==> src/rtl/div_issue_wb_if.sv <==
// Bundle for the divide sequencer: request channel, divider handshake and
// writeback channel. The slave modport is the sequencer's own view.
interface div_issue_wb_if #(
  parameter int N     = 16,
  parameter int TAG_W = 4
);
  logic             req_valid;
  logic             req_ready;
  logic [N-1:0]     req_dividend;
  logic [N-1:0]     req_divisor;
  logic             req_op;
  logic [TAG_W-1:0] req_tag;

  logic             div_go;
  logic [N-1:0]     div_dividend;
  logic [N-1:0]     div_divisor;
  logic             div_done;
  logic [N-1:0]     div_quotient;
  logic [N-1:0]     div_remainder;

  logic             wb_valid;
  logic             wb_ready;
  logic [N-1:0]     wb_data;
  logic [TAG_W-1:0] wb_tag;
  logic             wb_dz;
  logic             wb_tmo;

  modport master (
    output req_valid, req_dividend, req_divisor, req_op, req_tag,
    input  req_ready,
    input  div_go, div_dividend, div_divisor,
    output div_done, div_quotient, div_remainder,
    input  wb_valid, wb_data, wb_tag, wb_dz, wb_tmo,
    output wb_ready
  );

  modport slave (
    input  req_valid, req_dividend, req_divisor, req_op, req_tag,
    output req_ready,
    output div_go, div_dividend, div_divisor,
    input  div_done, div_quotient, div_remainder,
    output wb_valid, wb_data, wb_tag, wb_dz, wb_tmo,
    input  wb_ready
  );
endinterface

==> src/rtl/div_issue_wb.sv <==
// Issue/writeback sequencer around an iterative divider with a small result FIFO.
// Optional divider watchdog enabled by defining DIV_TIMEOUT_EN.
module div_issue_wb #(
  parameter int N          = 16,
  parameter int TAG_W      = 4,
  parameter int FIFO_DEPTH = 2,
  parameter int TMO_CYCLES = 140000
) (
  input  logic           clk,
  input  logic           reset,
  div_issue_wb_if.slave  bus,
  output logic           busy
);

  typedef enum logic [1:0] {
    IDLE   = 2'd0,
    LAUNCH = 2'd1,
    WAIT   = 2'd2,
    PUSH   = 2'd3
  } state_t;

  localparam int PTR_W = $clog2(FIFO_DEPTH);
  localparam int CNT_W = PTR_W + 1;
  localparam logic [CNT_W-1:0] DEPTH_C = CNT_W'(FIFO_DEPTH);
`ifdef DIV_TIMEOUT_EN
  localparam int ENT_W = N + TAG_W + 2;
  localparam int TCW   = $clog2(TMO_CYCLES);
  localparam logic [TCW-1:0] TMO_LAST = TCW'(TMO_CYCLES - 1);
`else
  localparam int ENT_W = N + TAG_W + 1;
`endif

  if ((FIFO_DEPTH < 2) || ((FIFO_DEPTH & (FIFO_DEPTH - 1)) != 0) || (TMO_CYCLES < 2)) begin : g_cfg_check
    $error("div_issue_wb: FIFO_DEPTH must be a power of 2 >= 2 and TMO_CYCLES >= 2");
  end

  state_t           state_q, state_d;
  logic [N-1:0]     dividend_q, dividend_d;
  logic [N-1:0]     divisor_q, divisor_d;
  logic [N-1:0]     div_dividend_q, div_dividend_d;
  logic [N-1:0]     div_divisor_q, div_divisor_d;
  logic [N-1:0]     result_q, result_d;
  logic [TAG_W-1:0] tag_q, tag_d;
  logic             op_q, op_d;
  logic             dz_q, dz_d;
  logic             done_q, done_d;
  logic             div_go_q, div_go_d;
  logic             req_ready_q, req_ready_d;
`ifdef DIV_TIMEOUT_EN
  logic [TCW-1:0]   tmo_cnt_q, tmo_cnt_d;
  logic             tmo_q, tmo_d;
`endif

  logic [ENT_W-1:0] mem_q [FIFO_DEPTH];
  logic [ENT_W-1:0] mem_d [FIFO_DEPTH];
  logic [PTR_W-1:0] wr_ptr_q, wr_ptr_d;
  logic [PTR_W-1:0] rd_ptr_q, rd_ptr_d;
  logic [CNT_W-1:0] count_q, count_d;

  logic             accept_s;
  logic             completion_s;
  logic             push_s;
  logic             pop_s;
  logic [ENT_W-1:0] entry_s;
  logic [ENT_W-1:0] head_s;

  assign accept_s     = bus.req_valid & req_ready_q;
  // A done level left high by the previous operation is not a completion.
  assign completion_s = bus.div_done & ~done_q;
  assign pop_s        = (count_q != {CNT_W{1'b0}}) & bus.wb_ready;
`ifdef DIV_TIMEOUT_EN
  assign entry_s      = {result_q, tag_q, dz_q, tmo_q};
`else
  assign entry_s      = {result_q, tag_q, dz_q};
`endif

  // Next-state logic for the sequencer FSM and the result FIFO
  always_comb begin
    state_d        = state_q;
    dividend_d     = dividend_q;
    divisor_d      = divisor_q;
    div_dividend_d = div_dividend_q;
    div_divisor_d  = div_divisor_q;
    result_d       = result_q;
    tag_d          = tag_q;
    op_d           = op_q;
    dz_d           = dz_q;
    done_d         = done_q;
    div_go_d       = 1'b0;
    push_s         = 1'b0;
`ifdef DIV_TIMEOUT_EN
    tmo_cnt_d      = tmo_cnt_q;
    tmo_d          = tmo_q;
`endif

    case (state_q)
      IDLE: begin
        if (accept_s) begin
          dividend_d = bus.req_dividend;
          divisor_d  = bus.req_divisor;
          op_d       = bus.req_op;
          tag_d      = bus.req_tag;
`ifdef DIV_TIMEOUT_EN
          tmo_d      = 1'b0;
`endif
          if (bus.req_divisor == {N{1'b0}}) begin
            dz_d     = 1'b1;
            result_d = bus.req_op ? bus.req_dividend : {N{1'b1}};
            state_d  = PUSH;
          end else begin
            dz_d           = 1'b0;
            div_dividend_d = bus.req_dividend;
            div_divisor_d  = bus.req_divisor;
            div_go_d       = 1'b1;
            state_d        = LAUNCH;
          end
        end else begin
          state_d = IDLE;
        end
      end
      LAUNCH: begin
        done_d  = 1'b0;
`ifdef DIV_TIMEOUT_EN
        tmo_cnt_d = {TCW{1'b0}};
`endif
        state_d = WAIT;
      end
      WAIT: begin
        done_d = bus.div_done;
        if (completion_s) begin
          result_d = op_q ? bus.div_remainder : bus.div_quotient;
          state_d  = PUSH;
`ifdef DIV_TIMEOUT_EN
        end else if (tmo_cnt_q == TMO_LAST) begin
          // Give up on the divider and pulse go again to re-initialise it.
          result_d = {N{1'b0}};
          tmo_d    = 1'b1;
          div_go_d = 1'b1;
          state_d  = PUSH;
        end else begin
          tmo_cnt_d = tmo_cnt_q + TCW'(1'b1);
          state_d   = WAIT;
`else
        end else begin
          state_d = WAIT;
`endif
        end
      end
      PUSH: begin
        push_s  = 1'b1;
        state_d = IDLE;
      end
      default: begin
        state_d = IDLE;
      end
    endcase

    mem_d = mem_q;
    if (push_s) begin
      mem_d[wr_ptr_q] = entry_s;
      wr_ptr_d        = wr_ptr_q + PTR_W'(1'b1);
    end else begin
      wr_ptr_d = wr_ptr_q;
    end

    if (pop_s) begin
      rd_ptr_d = rd_ptr_q + PTR_W'(1'b1);
    end else begin
      rd_ptr_d = rd_ptr_q;
    end

    case ({push_s, pop_s})
      2'b10:   count_d = count_q + CNT_W'(1'b1);
      2'b01:   count_d = count_q - CNT_W'(1'b1);
      default: count_d = count_q;
    endcase

    // Only offer a new request when its FIFO slot is already guaranteed.
    req_ready_d = (state_d == IDLE) && (count_d < DEPTH_C);
  end

  // State, operand, result and FIFO registers
  always_ff @(posedge clk or posedge reset) begin
    if (reset) begin
      state_q        <= IDLE;
      dividend_q     <= {N{1'b0}};
      divisor_q      <= {N{1'b0}};
      div_dividend_q <= {N{1'b0}};
      div_divisor_q  <= {N{1'b0}};
      result_q       <= {N{1'b0}};
      tag_q          <= {TAG_W{1'b0}};
      op_q           <= 1'b0;
      dz_q           <= 1'b0;
      done_q         <= 1'b0;
      div_go_q       <= 1'b0;
      req_ready_q    <= 1'b0;
`ifdef DIV_TIMEOUT_EN
      tmo_cnt_q      <= {TCW{1'b0}};
      tmo_q          <= 1'b0;
`endif
      for (int i = 0; i < FIFO_DEPTH; i++) begin
        mem_q[i] <= {ENT_W{1'b0}};
      end
      wr_ptr_q       <= {PTR_W{1'b0}};
      rd_ptr_q       <= {PTR_W{1'b0}};
      count_q        <= {CNT_W{1'b0}};
    end else begin
      state_q        <= state_d;
      dividend_q     <= dividend_d;
      divisor_q      <= divisor_d;
      div_dividend_q <= div_dividend_d;
      div_divisor_q  <= div_divisor_d;
      result_q       <= result_d;
      tag_q          <= tag_d;
      op_q           <= op_d;
      dz_q           <= dz_d;
      done_q         <= done_d;
      div_go_q       <= div_go_d;
      req_ready_q    <= req_ready_d;
`ifdef DIV_TIMEOUT_EN
      tmo_cnt_q      <= tmo_cnt_d;
      tmo_q          <= tmo_d;
`endif
      for (int i = 0; i < FIFO_DEPTH; i++) begin
        mem_q[i] <= mem_d[i];
      end
      wr_ptr_q       <= wr_ptr_d;
      rd_ptr_q       <= rd_ptr_d;
      count_q        <= count_d;
    end
  end

  assign head_s           = mem_q[rd_ptr_q];
  assign bus.req_ready    = req_ready_q;
  assign bus.div_go       = div_go_q;
  assign bus.div_dividend = div_dividend_q;
  assign bus.div_divisor  = div_divisor_q;
  assign bus.wb_valid     = (count_q != {CNT_W{1'b0}});
  assign bus.wb_data      = head_s[ENT_W-1 -: N];
  assign bus.wb_tag       = head_s[ENT_W-N-1 -: TAG_W];
`ifdef DIV_TIMEOUT_EN
  assign bus.wb_dz        = head_s[1];
  assign bus.wb_tmo       = head_s[0];
`else
  assign bus.wb_dz        = head_s[0];
  assign bus.wb_tmo       = 1'b0;
`endif
  assign busy             = (state_q != IDLE);

endmodule

==> src/flat_wrapper.sv <==
// flat-port wrapper written by rule: the top's interface ports become plain ports
module div_issue_wb_flat 
#(
  parameter int N          = 16,
  parameter int TAG_W      = 4,
  parameter int FIFO_DEPTH = 2,
  parameter int TMO_CYCLES = 140000
)
  (clk, reset, busy, bus_req_valid, bus_req_dividend, bus_req_divisor, bus_req_op, bus_req_tag, bus_req_ready, bus_div_go, bus_div_dividend, bus_div_divisor, bus_div_done, bus_div_quotient, bus_div_remainder, bus_wb_valid, bus_wb_data, bus_wb_tag, bus_wb_dz, bus_wb_tmo, bus_wb_ready);
  div_issue_wb_if #(.N(N), .TAG_W(TAG_W)) bus_i ();
  input  logic clk;
  input  logic reset;
  output logic busy;
  input wire logic [$bits(bus_i.req_valid)-1:0] bus_req_valid;
  input wire logic [$bits(bus_i.req_dividend)-1:0] bus_req_dividend;
  input wire logic [$bits(bus_i.req_divisor)-1:0] bus_req_divisor;
  input wire logic [$bits(bus_i.req_op)-1:0] bus_req_op;
  input wire logic [$bits(bus_i.req_tag)-1:0] bus_req_tag;
  output wire logic [$bits(bus_i.req_ready)-1:0] bus_req_ready;
  output wire logic [$bits(bus_i.div_go)-1:0] bus_div_go;
  output wire logic [$bits(bus_i.div_dividend)-1:0] bus_div_dividend;
  output wire logic [$bits(bus_i.div_divisor)-1:0] bus_div_divisor;
  input wire logic [$bits(bus_i.div_done)-1:0] bus_div_done;
  input wire logic [$bits(bus_i.div_quotient)-1:0] bus_div_quotient;
  input wire logic [$bits(bus_i.div_remainder)-1:0] bus_div_remainder;
  output wire logic [$bits(bus_i.wb_valid)-1:0] bus_wb_valid;
  output wire logic [$bits(bus_i.wb_data)-1:0] bus_wb_data;
  output wire logic [$bits(bus_i.wb_tag)-1:0] bus_wb_tag;
  output wire logic [$bits(bus_i.wb_dz)-1:0] bus_wb_dz;
  output wire logic [$bits(bus_i.wb_tmo)-1:0] bus_wb_tmo;
  input wire logic [$bits(bus_i.wb_ready)-1:0] bus_wb_ready;
  assign bus_i.req_valid = bus_req_valid;
  assign bus_i.req_dividend = bus_req_dividend;
  assign bus_i.req_divisor = bus_req_divisor;
  assign bus_i.req_op = bus_req_op;
  assign bus_i.req_tag = bus_req_tag;
  assign bus_req_ready = bus_i.req_ready;
  assign bus_div_go = bus_i.div_go;
  assign bus_div_dividend = bus_i.div_dividend;
  assign bus_div_divisor = bus_i.div_divisor;
  assign bus_i.div_done = bus_div_done;
  assign bus_i.div_quotient = bus_div_quotient;
  assign bus_i.div_remainder = bus_div_remainder;
  assign bus_wb_valid = bus_i.wb_valid;
  assign bus_wb_data = bus_i.wb_data;
  assign bus_wb_tag = bus_i.wb_tag;
  assign bus_wb_dz = bus_i.wb_dz;
  assign bus_wb_tmo = bus_i.wb_tmo;
  assign bus_i.wb_ready = bus_wb_ready;
  div_issue_wb #(.N(N), .TAG_W(TAG_W), .FIFO_DEPTH(FIFO_DEPTH), .TMO_CYCLES(TMO_CYCLES)) u_core (.clk(clk), .reset(reset), .bus(bus_i), .busy(busy));
endmodule
==> config.mk <==
export PLATFORM = sky130hd
export DESIGN_NAME = div_issue_wb_flat
export DESIGN_NICKNAME = d
export VERILOG_FILES = /design/src/rtl/div_issue_wb_if.sv /design/src/rtl/div_issue_wb.sv /design/src/flat_wrapper.sv
export SDC_FILE = /design/constraint.sdc
export NUM_CORES = 1
export LEC_CHECK = 0
export ABC_AREA = 1
export BUFFER_PORTS_ARGS = -buffer_cell sky130_fd_sc_hd__buf_2
export CAP_MARGIN = 40
export CORE_MARGIN = 2
export CORE_UTILIZATION = 31
export DETAILED_ROUTE_END_ITERATION = 7
export PLACE_DENSITY = 0.61
export SLEW_MARGIN = 20
export SYNTH_ARGS = -nofsm -noshare
export SYNTH_HDL_FRONTEND = slang
export SYNTH_SLANG_ARGS = --single-unit
==> constraint.sdc <==
create_clock -name clk -period 3 [get_ports clk]
set_input_delay 0.15 -clock clk [delete_from_list [all_inputs] [get_ports clk]]
set_output_delay 0.15 -clock clk [all_outputs]
set_load 0.01 [all_outputs]
Yosys cells after proc, flatten, opt, wreduce, memory -nomap -nowiden
Index checks and enable logic that the tools add are counted.
- output and inout bits: 58
- input port bits: 74
- bits in registers: 105
- eq/ne operators: 8
- reductions and logical operators: 12
- bitwise operators: 7
- $lt $le $gt $ge: 4
- add/subtract/negate cells: 4
- multiplexer cells: 23
- operators with widths (cell ; number):
    $mux W21 ; 4
    $mux W16 ; 5
    $bwmux W42 ; 1
    $pmux W16 S2 ; 1
    $demux W21 S1 ; 1
    $logic_not A16 Y1 ; 1
    $pmux W2 S4 ; 1
    $reduce_bool A2 Y1 ; 4
    $eq A2 B2 Y1 const B ; 3
    $mux W1 ; 6
    $ne A2 B1 Y1 const B ; 3
    $eq A2 B1 Y1 const B ; 2
    $ge A2 B2 Y1 const B ; 2
    $logic_not A2 Y1 ; 2
    $mux W2 ; 2
    $not A1 Y2 ; 2
    $pmux W2 S2 ; 1
    $reduce_and A4 Y1 ; 1
    $and A1 B1 Y1 ; 3
    $reduce_and A3 Y1 ; 1
    $add A1 B1 Y1 const B ; 2
    $add A2 B1 Y2 const B ; 1
    $logic_and A1 B1 Y1 ; 2
    $lt A2 B1 Y1 const B ; 1
    5 further kinds ; 6

Depth between registers and ports, before layout
Gate-level depths: netlist of run 1.
- depth after elaboration: 6
- depth in mapped cells: 11

Worst setup path after synthesis of run 1
Ideal clock, no wire load.
- path type: register -> register
- start point: register u_core.count_q[0]
- end point: register u_core.req_ready_q, in the netlist u_core.bus.req_ready
- required time: 2.875 ns
- slack: 1.364 ns
- arrival: 1.511 ns
- stages on the path, launching flop included: 12
- library setup time: 0.125 ns
- cells stage by stage: dfrtp_1 -> inv_1 -> nand2_1 -> nand2_1 -> inv_1 -> ha_1 -> or2_2 -> nand2_1 -> xor2_1 -> inv_1 -> nand2_1 -> nor2_1
- word-level cells in the longest chain between the ends: 6
- elaborated cells between the ends (all ways): 9
- RTL lines (what ; line ; source):
    from (decl) ; div_issue_wb.sv:58 ; logic [CNT_W-1:0] count_q, count_d;
    from (signal assigned) ; div_issue_wb.sv:206 ; count_q <= {CNT_W{1'b0}};
    from (signal assigned) ; div_issue_wb.sv:229 ; count_q <= count_d;
    $reduce_bool A2 Y1 * ; n/a ;
    net bus_wb_valid ; flat_wrapper.sv:26 ; output wire logic [$bits(bus_i.wb_valid)-1:0] bus_wb_valid;
    $and A1 B1 Y1 * ; div_issue_wb.sv:70 ; assign pop_s = (count_q != {CNT_W{1'b0}}) & bus.wb_ready;
    net u_core.pop_s ; div_issue_wb.sv:63 ; logic pop_s;
    $eq A2 B1 Y1 / $eq A2 B2 Y1 (equally long branches) ; div_issue_wb.sv:172 ; case ({push_s, pop_s})
    $pmux W2 S2 * ; div_issue_wb.sv:172 ;
    net u_core.count_d[1] ; div_issue_wb.sv:58 ;
    $lt A2 B2 Y1 * ; div_issue_wb.sv:179 ; req_ready_d = (state_d == IDLE) && (count_d < DEPTH_C);
    $logic_and A1 B1 Y1 * ; div_issue_wb.sv:179 ;
    net u_core.req_ready_d ; div_issue_wb.sv:48 ; logic req_ready_q, req_ready_d;
    to (signal assigned) ; div_issue_wb.sv:219 ; req_ready_q <= req_ready_d;
    to (decl) ; div_issue_wb.sv:48 ;
Mark *: on every way through the listed nets, which the timed path passes. The rest lies on a longest branch.
A chain may end at the register's enable or synchronous reset.

Worst setup path after layout of run 1
- start point: register u_core.state_q[0]
- end point: register u_core.div_dividend_q[7], in the netlist u_core.bus.div_dividend[7]
- word-level cells in the longest chain between the ends: 2
- RTL lines (what ; line ; source):
    from (decl) ; div_issue_wb.sv:37 ; state_t state_q, state_d;
    from (signal assigned) ; div_issue_wb.sv:208 ; state_q <= state_d;
    $logic_not A2 Y1 ; div_issue_wb.sv:96 ; case (state_q)
    $reduce_and A3 Y1 (no source line) ; n/a ;
    to (signal assigned) ; div_issue_wb.sv:188 ; div_dividend_q <= {N{1'b0}};
    to (signal assigned) ; div_issue_wb.sv:211 ; div_dividend_q <= div_dividend_d;
    to (decl) ; div_issue_wb.sv:40 ; logic [N-1:0] div_dividend_q, div_dividend_d;
Every way passes these cells.

==> qor.txt, run 1 <==
OUTCOME
-----------------------------------------------------------------------------------------------
Result of the run ................................................................ finished, final reports clean

CLOCK NETWORK
-----------------------------------------------------------------------------------------------
# clock sinks ....................................................................          105
Cell chosen for the clock root ................................................... sky130_fd_sc_hd__clkbuf_16
CTS tree .........................................................................        built
Postcts setup bufs ...............................................................            0
Maximum level of the CTS H-tree ..................................................            3
Clock input transition at the sequential cells of the worst setup and hold paths .        80 ps
Buffers from clock root to sink, at most .........................................            2
Clock network latency to the later pin of the worst-skew pair ....................       340 ps
Number of buffers inserted during clock tree synthesis ...........................            9

STA
-----------------------------------------------------------------------------------------------
Worst clock skew .................................................................     8.452 ps
Unrepaired setup endpoints after global routing ..................................        false
Final worst-path cycle share .....................................................       71.48%
Slew at the pin with the worst max-slew slack ....................................     744.8 ps
Final hold vios ..................................................................            0
Final max-slew violation count ...................................................            0
Setup Total Neg Slack ............................................................         0 ps
Achievable Freq ..................................................................    466.3 MHz
Max-slew headroom at the worst pin ...............................................       50.29%
Finish-stage setup viols .........................................................            0
Fin crit period ..................................................................      2144 ps

FLOORPLANNING
-----------------------------------------------------------------------------------------------
Die area .........................................................................  16,400 um^2
CORE AREA ........................................................................  15,150 um^2
Ports ............................................................................          132
Die span in x ....................................................................     128.1 um
Starting density of the core .....................................................       31.50%
Die Y ............................................................................     128.1 um
Number of cell rows ..............................................................           45

POWER AND IR DROP
-----------------------------------------------------------------------------------------------
Worst supply voltage drop on vdd .................................................    0.4808 mV
Pwr dens ......................................................................... 956.5 nW/um^2
Leakage dissipation ..............................................................  0.003191 uW
Final Power ......................................................................      5658 uW

SETUP PATH
-----------------------------------------------------------------------------------------------
Number of buffers and inverters on the critical path .............................            4
Reg-to-Reg Start ................................................................. u_core.state_q[0]$_DFF_PP0_
Kind of end point of the critical path ...........................................     register
Cell with the largest stage delay on the worst path .............................. sky130_fd_sc_hd__inv_2
Crit path largest cell delay .....................................................       460 ps
Critical Path, Cell by Cell ...................................................... inv_1 > ha_1 > inv_2 > nor2_4 > nand2_2 > buf_4 > inv_2 > nand2_1 > nand2_1
Setup crit start kind ............................................................     register
Maximum fanout count along the critical path .....................................           34
Reg2Reg Setup Slack ..............................................................       860 ps
End point of the critical path ................................................... u_core.bus.div_dividend[7]$_DFFE_PP0P_
Required time at the endpoint of the critical path ...............................      3290 ps
Critical setup path kind .........................................................   reg -> reg
R2r endpoint ..................................................................... u_core.bus.div_dividend[7]$_DFFE_PP0P_
Startpoint of the worst setup timing path ........................................ u_core.state_q[0]$_DFF_PP0_
Cell family contributing the most delay on the critical path ..................... buffers and inverters
Worst reg2reg path depth .........................................................            9
Critical path depth ..............................................................            9
Data arrival, critical path ......................................................      2430 ps

FINAL LAYOUT
-----------------------------------------------------------------------------------------------
Number of nets in the finished design ............................................          787
Synthesis-to-finish area growth ..................................................       24.00%
Final Core Density ...............................................................       39.06%
Commonest non-fill, non-tap cell in the layout ................................... sky130_fd_sc_hd__nand2_1
Fraction of layout cells with a size suffix above 1 ..............................       22.86%
Number of inserted diodes ........................................................            0
Final standard cell count with taps included and fillers excluded ................          901
Highest-count cells in the layout ignoring fill and taps ......................... sky130_fd_sc_hd__nand2_1, sky130_fd_sc_hd__buf_2, sky130_fd_sc_hd__dfrtp_1

ROUTE
-----------------------------------------------------------------------------------------------
Top routing layer in use .........................................................         met4
DRT met1 WL ......................................................................      5860 um
Routed length on met3 ............................................................       766 um
Number of nets with antenna violations after routing .............................            0
Remaining DRCs ...................................................................            0
DR WL met2 .......................................................................      5358 um
DRT Pass-1 Iters .................................................................            5
Wire length reported by the detailed router ......................................    12,150 um
Initial DRC count ................................................................          237
Avg Vias per Cell ................................................................        4.506
Via count ........................................................................        4,060
Detailed-route wire length per cell ..............................................     13.49 um

LOGIC SYNTHESIS
-----------------------------------------------------------------------------------------------
Number of warnings issued by yosys ...............................................            0
Syn_area_per_cell ................................................................   8.086 um^2
Post-synthesis instance area .....................................................    4771 um^2
Syn_nets .........................................................................          669
Synthesized instance count .......................................................          590
Proportion of synthesized chip area in sequential cells ..........................       55.07%
Flop and latch count out of synthesis ............................................          105
Post-synthesis cell type count ...................................................           27

PLACEMENT
-----------------------------------------------------------------------------------------------
Count of input and output buffers ................................................          130
RePlAce Congestion ...............................................................       0.7409
Placed cells .....................................................................          884
DPL Wire Length ..................................................................      8903 um

GRT
-----------------------------------------------------------------------------------------------
Wire length of the first global-routing pass .....................................    20,020 um
Maximum number of pins on one net before global-route repair .....................           54
Sum of overflow across all layers after global routing ...........................            0
Total routing usage reported by global routing ...................................       15.40%
Vias in the first global route ...................................................        3,958
Number of antenna violations at the first check in global routing ................            0

FLOW RUN
-----------------------------------------------------------------------------------------------
Number of maximum-capacitance constraint violations ..............................            0

HOLD PATH
-----------------------------------------------------------------------------------------------
Hold WC Path Type ................................................................    in -> reg

==> metrics by stage <==
step	setup WS, ps	hold slack [ps]	instance area, um^2
after detailed placement	865.5	186.2	5570
after global placement	924.5	358.9	5543
final	855.6	11.61	5916
after CTS	839.3	2.082	5916
after global routing	606.1	3.335	5916
after floorplan	89.46	259.6	4771
==> worst min-delay path: cells and delay by family <==
family                 cells  cell delay (ps)
buffers and inverters      1               80
and+or+nand+nor            2               90
==> area by class of cell <==
type                    instances  area, um^2
multi-input cells             415        1836
repair buffers                138       733.2
clock inverters                 7       110.1
clock buffers                   9       225.2
well taps                     188       235.2
flip-flops and latches        105        2628
inverters                      39       148.9
fillers                      1588        9230
==> worst min-delay path by stage <==
stage,startpoint,to,slack (ps),depth (start not counted)
CTS,bus_req_dividend[2],u_core.bus.div_dividend[2]$_DFFE_PP0P_,2,3
floorplan,bus_req_dividend[0],u_core.bus.div_dividend[0]$_DFFE_PP0P_,260,2
finish,bus_req_divisor[1],u_core.bus.div_divisor[1]$_DFFE_PP0P_,10,3
detailed placement,reset,u_core.bus.div_divisor[4]$_DFFE_PP0P_,190,2
global route,bus_req_dividend[6],u_core.bus.div_dividend[6]$_DFFE_PP0P_,3,3
global placement,bus_req_divisor[3],u_core.bus.div_divisor[3]$_DFFE_PP0P_,360,3
==> cells by family after synthesis <==
kind of cell             after synthesis  synth area share, %
AO/OA/AOI/OAI                        101                10.88
XOR/XNOR                               3               0.5508
adder cells (fa/ha/maj)                5                1.311
buffers and inverters                 70                6.452
flip-flops                           105                55.07
other                                  1              0.07860
AND/OR/NAND/NOR                      305                25.65
==> metal layers <==
| layer | global-route usage, % | vias up |
|---|---|---|
| met2 | 23.84 | 115 |
| met5 | 0 | - |
| met1 | 21.39 | 1848 |
| li1 | - | 2086 |
| met4 | 5.236 | 0 |
| met3 | 3.464 | 11 |
==> Yosys cell counts (all sizes together) <==
master | instances | area share, %
buf | 21 | 2.6
conb | 1 | 0.079
ha | 5 | 1.3
clkinv | 1 | 0.079
inv | 38 | 3.0
a21oi | 1 | 0.10
nand3 | 3 | 0.58
nand4 | 16 | 2.1
xor2 | 2 | 0.37
dfrtp | 105 | 55
o21ai | 99 | 11
clkbuf | 10 | 0.81
xnor2 | 1 | 0.18
nor2 | 29 | 2.4
nand2 | 255 | 20
or2 | 2 | 0.26
o21a | 1 | 0.16
==> power by group <==
group	leakage (uW)	switching, uW	total [uW]	internal [uW]
logic	0.00168	1300	2030	724
registers	0.00135	330	2320	1990
clock network	0.000162	558	1310	751
==> what timing repair did <==
action | CTS | global route
hold buffers | 1 | 0
resized for setup | 0 | 0
endpoints found under the hold margin | 28 | 0
==> registers in the layout, summed over array words and instances, names as in the netlist <==
signal and flops:
u_core.op_q 1, u_core.bus.div_go 1, u_core.count_q 2, u_core.tag_q 4, u_core.dz_q 1, u_core.result_q 16, u_core.bus.div_divisor 16, u_core.rd_ptr_q 1
u_core.bus.div_dividend 16, u_core.wr_ptr_q 1, u_core.done_q 1, u_core.state_q 2, u_core.bus.req_ready 1, u_core.mem_q 42
No activity file was read; power rests on OpenSTA's default activity.
==> run 2, diff against run 1 <==
--- a/config.mk
+++ b/config.mk
@@ -11,7 +11,7 @@
 export CORE_MARGIN = 2
 export CORE_UTILIZATION = 31
 export DETAILED_ROUTE_END_ITERATION = 7
-export PLACE_DENSITY = 0.61
+export PLACE_DENSITY = 0.59
 export SLEW_MARGIN = 20
 export SYNTH_ARGS = -nofsm -noshare
 export SYNTH_HDL_FRONTEND = slang
==> constraint.sdc (replaced) <==
create_clock -name clk -period 2 [get_ports clk]
set_input_delay 0.1 -clock clk [delete_from_list [all_inputs] [get_ports clk]]
set_output_delay 0.1 -clock clk [all_outputs]
set_load 0.01 [all_outputs]
==> qor.txt, run 2 (same netlist as run 1, synthesis figures left out) <==
STA
-----------------------------------------------------------------------------------------------
Finish-stage setup viols .........................................................            0   unchanged
Slew at the pin with the worst max-slew slack ....................................     525.7 ps   was 744.8 ps
Achievable Freq ..................................................................    556.0 MHz   was 466.3 MHz
Final worst-path cycle share .....................................................       89.92%   was 71.48%
Final critical-path setup slack ..................................................     201.6 ps   was 855.6 ps
Final max-slew violation count ...................................................            0   unchanged
Worst clock skew .................................................................     6.766 ps   was 8.452 ps
Final hold vios ..................................................................            0   unchanged
Max-slew headroom at the worst pin ...............................................       64.88%   was 50.29%
Setup Total Neg Slack ............................................................         0 ps   unchanged
Unrepaired setup endpoints after global routing ..................................        false   unchanged
Fin crit period ..................................................................      1798 ps   was 2144 ps
Worst hold margin ................................................................     27.21 ps   was 11.61 ps

HOLD PATH
-----------------------------------------------------------------------------------------------
Hold WC Path Type ................................................................    in -> reg   unchanged
Source of the worst hold timing path ............................................. bus_div_done   was bus_req_divisor[1]
Endpoint of the worst hold path .................................................. u_core.done_q$_DFFE_PP0P_   was u_core.bus.div_divisor[1]$_DFFE_PP0P_
Worst hold path depth ............................................................            3   unchanged

FLOORPLANNING
-----------------------------------------------------------------------------------------------
Die area .........................................................................  16,400 um^2   unchanged
Die Y ............................................................................     128.1 um   unchanged
Die span in x ....................................................................     128.1 um   unchanged
Starting density of the core .....................................................       31.50%   unchanged
Number of cell rows ..............................................................           45   unchanged
Ports ............................................................................          132   unchanged
CORE AREA ........................................................................  15,150 um^2   unchanged

SETUP PATH
-----------------------------------------------------------------------------------------------
Cell family contributing the most delay on the critical path ..................... simple AND/OR/NAND/NOR gates   was buffers and inverters
Data arrival, critical path ......................................................      2050 ps   was 2430 ps
Most numerous cell on the critical path .......................................... sky130_fd_sc_hd__nand2_1
Required time at the endpoint of the critical path ...............................      2250 ps   was 3290 ps
Critical setup path kind .........................................................   reg -> reg   unchanged
Worst reg2reg path depth .........................................................            7   was 9
Number of buffers and inverters on the critical path .............................            1   was 4
Critical Path, Cell by Cell ...................................................... inv_1 > ha_1 > nand3_1 > o21ai_4 > nand3_4 > nand2_1 > nand2_1   was inv_1 > ha_1 > inv_2 > nor2_4 > nand2_2 > buf_4 > inv_2 > nand2_1 > nand2_1
Kind of end point of the critical path ...........................................     register   unchanged
Cell with the largest stage delay on the worst path .............................. sky130_fd_sc_hd__dfrtp_1   was sky130_fd_sc_hd__inv_2
Maximum fanout count along the critical path .....................................           17   was 34
Reg2Reg Setup Slack ..............................................................       200 ps   was 860 ps
Crit path largest cell delay .....................................................       390 ps   was 460 ps
Reg-to-Reg Start ................................................................. u_core.state_q[0]$_DFF_PP0_   unchanged
R2r endpoint ..................................................................... u_core.result_q[13]$_DFFE_PP0P_   was u_core.bus.div_dividend[7]$_DFFE_PP0P_
Setup crit start kind ............................................................     register   unchanged

PLACEMENT
-----------------------------------------------------------------------------------------------
Post-Place Setup Slack ...........................................................     207.7 ps   was 865.5 ps
RePlAce Congestion ...............................................................       0.7535   was 0.7409
DPL Wire Length ..................................................................      9011 um   was 8903 um
Count of input and output buffers ................................................          130   unchanged

GRT
-----------------------------------------------------------------------------------------------
Vias in the first global route ...................................................        4,327   was 3,958
Total routing usage reported by global routing ...................................       16.35%   was 15.40%
Maximum number of pins on one net before global-route repair .....................           44   was 54
Wire length of the first global-routing pass .....................................    21,070 um   was 20,020 um
Number of antenna violations at the first check in global routing ................            0   unchanged
Sum of overflow across all layers after global routing ...........................            0   unchanged

FINAL LAYOUT
-----------------------------------------------------------------------------------------------
Max FFs per register .............................................................           42   unchanged
Highest-count cells in the layout ignoring fill and taps ......................... sky130_fd_sc_hd__nand2_1, sky130_fd_sc_hd__buf_2, sky130_fd_sc_hd__dfrtp_1   unchanged
Register name with the most flops ................................................ u_core.mem_q   unchanged
Commonest non-fill, non-tap cell in the layout ................................... sky130_fd_sc_hd__nand2_1   unchanged
Fraction of layout cells with a size suffix above 1 ..............................       22.32%   was 22.86%
Number of nets in the finished design ............................................          831   was 787
Number of inserted diodes ........................................................            0   unchanged
Synthesis-to-finish area growth ..................................................       32.86%   was 24.00%

CLOCK NETWORK
-----------------------------------------------------------------------------------------------
Clock network latency to the later pin of the worst-skew pair ....................       360 ps   was 340 ps
Number of buffers inserted during clock tree synthesis ...........................            9   unchanged
Maximum level of the CTS H-tree ..................................................            3   unchanged
Buffers from clock root to sink, at most .........................................            2   unchanged
# clock sinks ....................................................................          105   unchanged
Cell chosen for the clock root ................................................... sky130_fd_sc_hd__clkbuf_16   unchanged
Clock input transition at the sequential cells of the worst setup and hold paths .        70 ps   was 80 ps
CTS tree .........................................................................        built   unchanged

ROUTE
-----------------------------------------------------------------------------------------------
Remaining DRCs ...................................................................            0   unchanged
Number of nets with antenna violations after routing .............................            0   unchanged
DRT Pass-1 Iters .................................................................            4   was 5
Initial DRC count ................................................................          214   was 237
Via count ........................................................................        4,257   was 4,060
Detailed-route wire length per cell ..............................................     13.56 um   was 13.49 um
Wire length reported by the detailed router ......................................    12,810 um   was 12,150 um
Avg Vias per Cell ................................................................        4.505   was 4.506

POWER AND IR DROP
-----------------------------------------------------------------------------------------------
Pwr dens ......................................................................... 1329 nW/um^2   was 956.5 nW/um^2
Leakage dissipation ..............................................................  0.003372 uW   was 0.003191 uW
Final Power ......................................................................      8427 uW   was 5658 uW
Worst supply voltage drop on vdd .................................................    0.7982 mV   was 0.4808 mV

OUTCOME
-----------------------------------------------------------------------------------------------
Result of the run ................................................................ finished, final reports clean   unchanged

FLOW RUN
-----------------------------------------------------------------------------------------------
Number of maximum-capacitance constraint violations ..............................            0   unchanged

==> run 2: through the flow <==
step,instance area (um^2),instances,utilization [%]
6_report,6339,945,41.85
5_1_grt,6339,945,41.85
4_1_cts,6339,945,41.85
3_5_place_dp,5667,891,37.41
3_3_place_gp,5667,891,37.41
2_1_floorplan,4775,590,-
==> run 2: cell type report <==
type                            instances  area (um^2)
Tap cell                              188        235.2
Clock inverter                          6        62.56
Multi-Input combinational cell        415         1836
Timing Repair Buffer                  182         1199
Fill cell                            1522         8807
Inverter                               39        150.1
Clock buffer                           10        229.0
Sequential cell                       105         2628
==> run 2: layer usage <==
metal / vias up / part of all wire, % / GRT usage [%]
met1: 1948 / 45 / 20.05
met2: 108 / 48 / 27.56
met4: 0 / 1.4 / 4.137
li1: 2185 / - / -
met3: 16 / 6.1 / 5.801
met5: - / 0 / 0
==> run 2: worst reg2reg max path: cells and delay by family, from the launching register on <==
kind | cells | cell delay (ps)
buffers and inverters | 1 | 100
adders and majority gates | 1 | 360
AOI/OAI and AO/OA | 1 | 220
DFF | 1 | 390
and+or+nand+nor | 4 | 620
==> run 2: worst max path at each step <==
stage,start,to,slack (ps),cells past startpoint
after detailed placement,u_core.state_q[0]$_DFF_PP0_,u_core.result_q[2]$_DFFE_PP0P_,210,7
after floorplan,u_core.count_q[0]$_DFFE_PP0N_,u_core.bus.req_ready$_DFF_PP0_,360,11
after global placement,u_core.state_q[0]$_DFF_PP0_,u_core.result_q[7]$_DFFE_PP0P_,260,7
final,u_core.state_q[0]$_DFF_PP0_,u_core.result_q[13]$_DFFE_PP0P_,200,7
after CTS,u_core.state_q[0]$_DFF_PP0_,u_core.result_q[13]$_DFFE_PP0P_,190,7
after global routing,u_core.state_q[0]$_DFF_PP0_,u_core.result_q[13]$_DFFE_PP0P_,40,7
==> run 2: power breakdown <==
part | internal [uW] | switching [uW]
clock network | 877 | 871
logic | 1220 | 2020
registers | 2990 | 454
total | 5080 | 3340
==> run 2: timing repair <==
action / CTS / global route
hold buffers: 38 / 0
hold endpoints to repair: 53 / 0
gates resized for setup: 0 / 0
setup buffers: 0 / 0
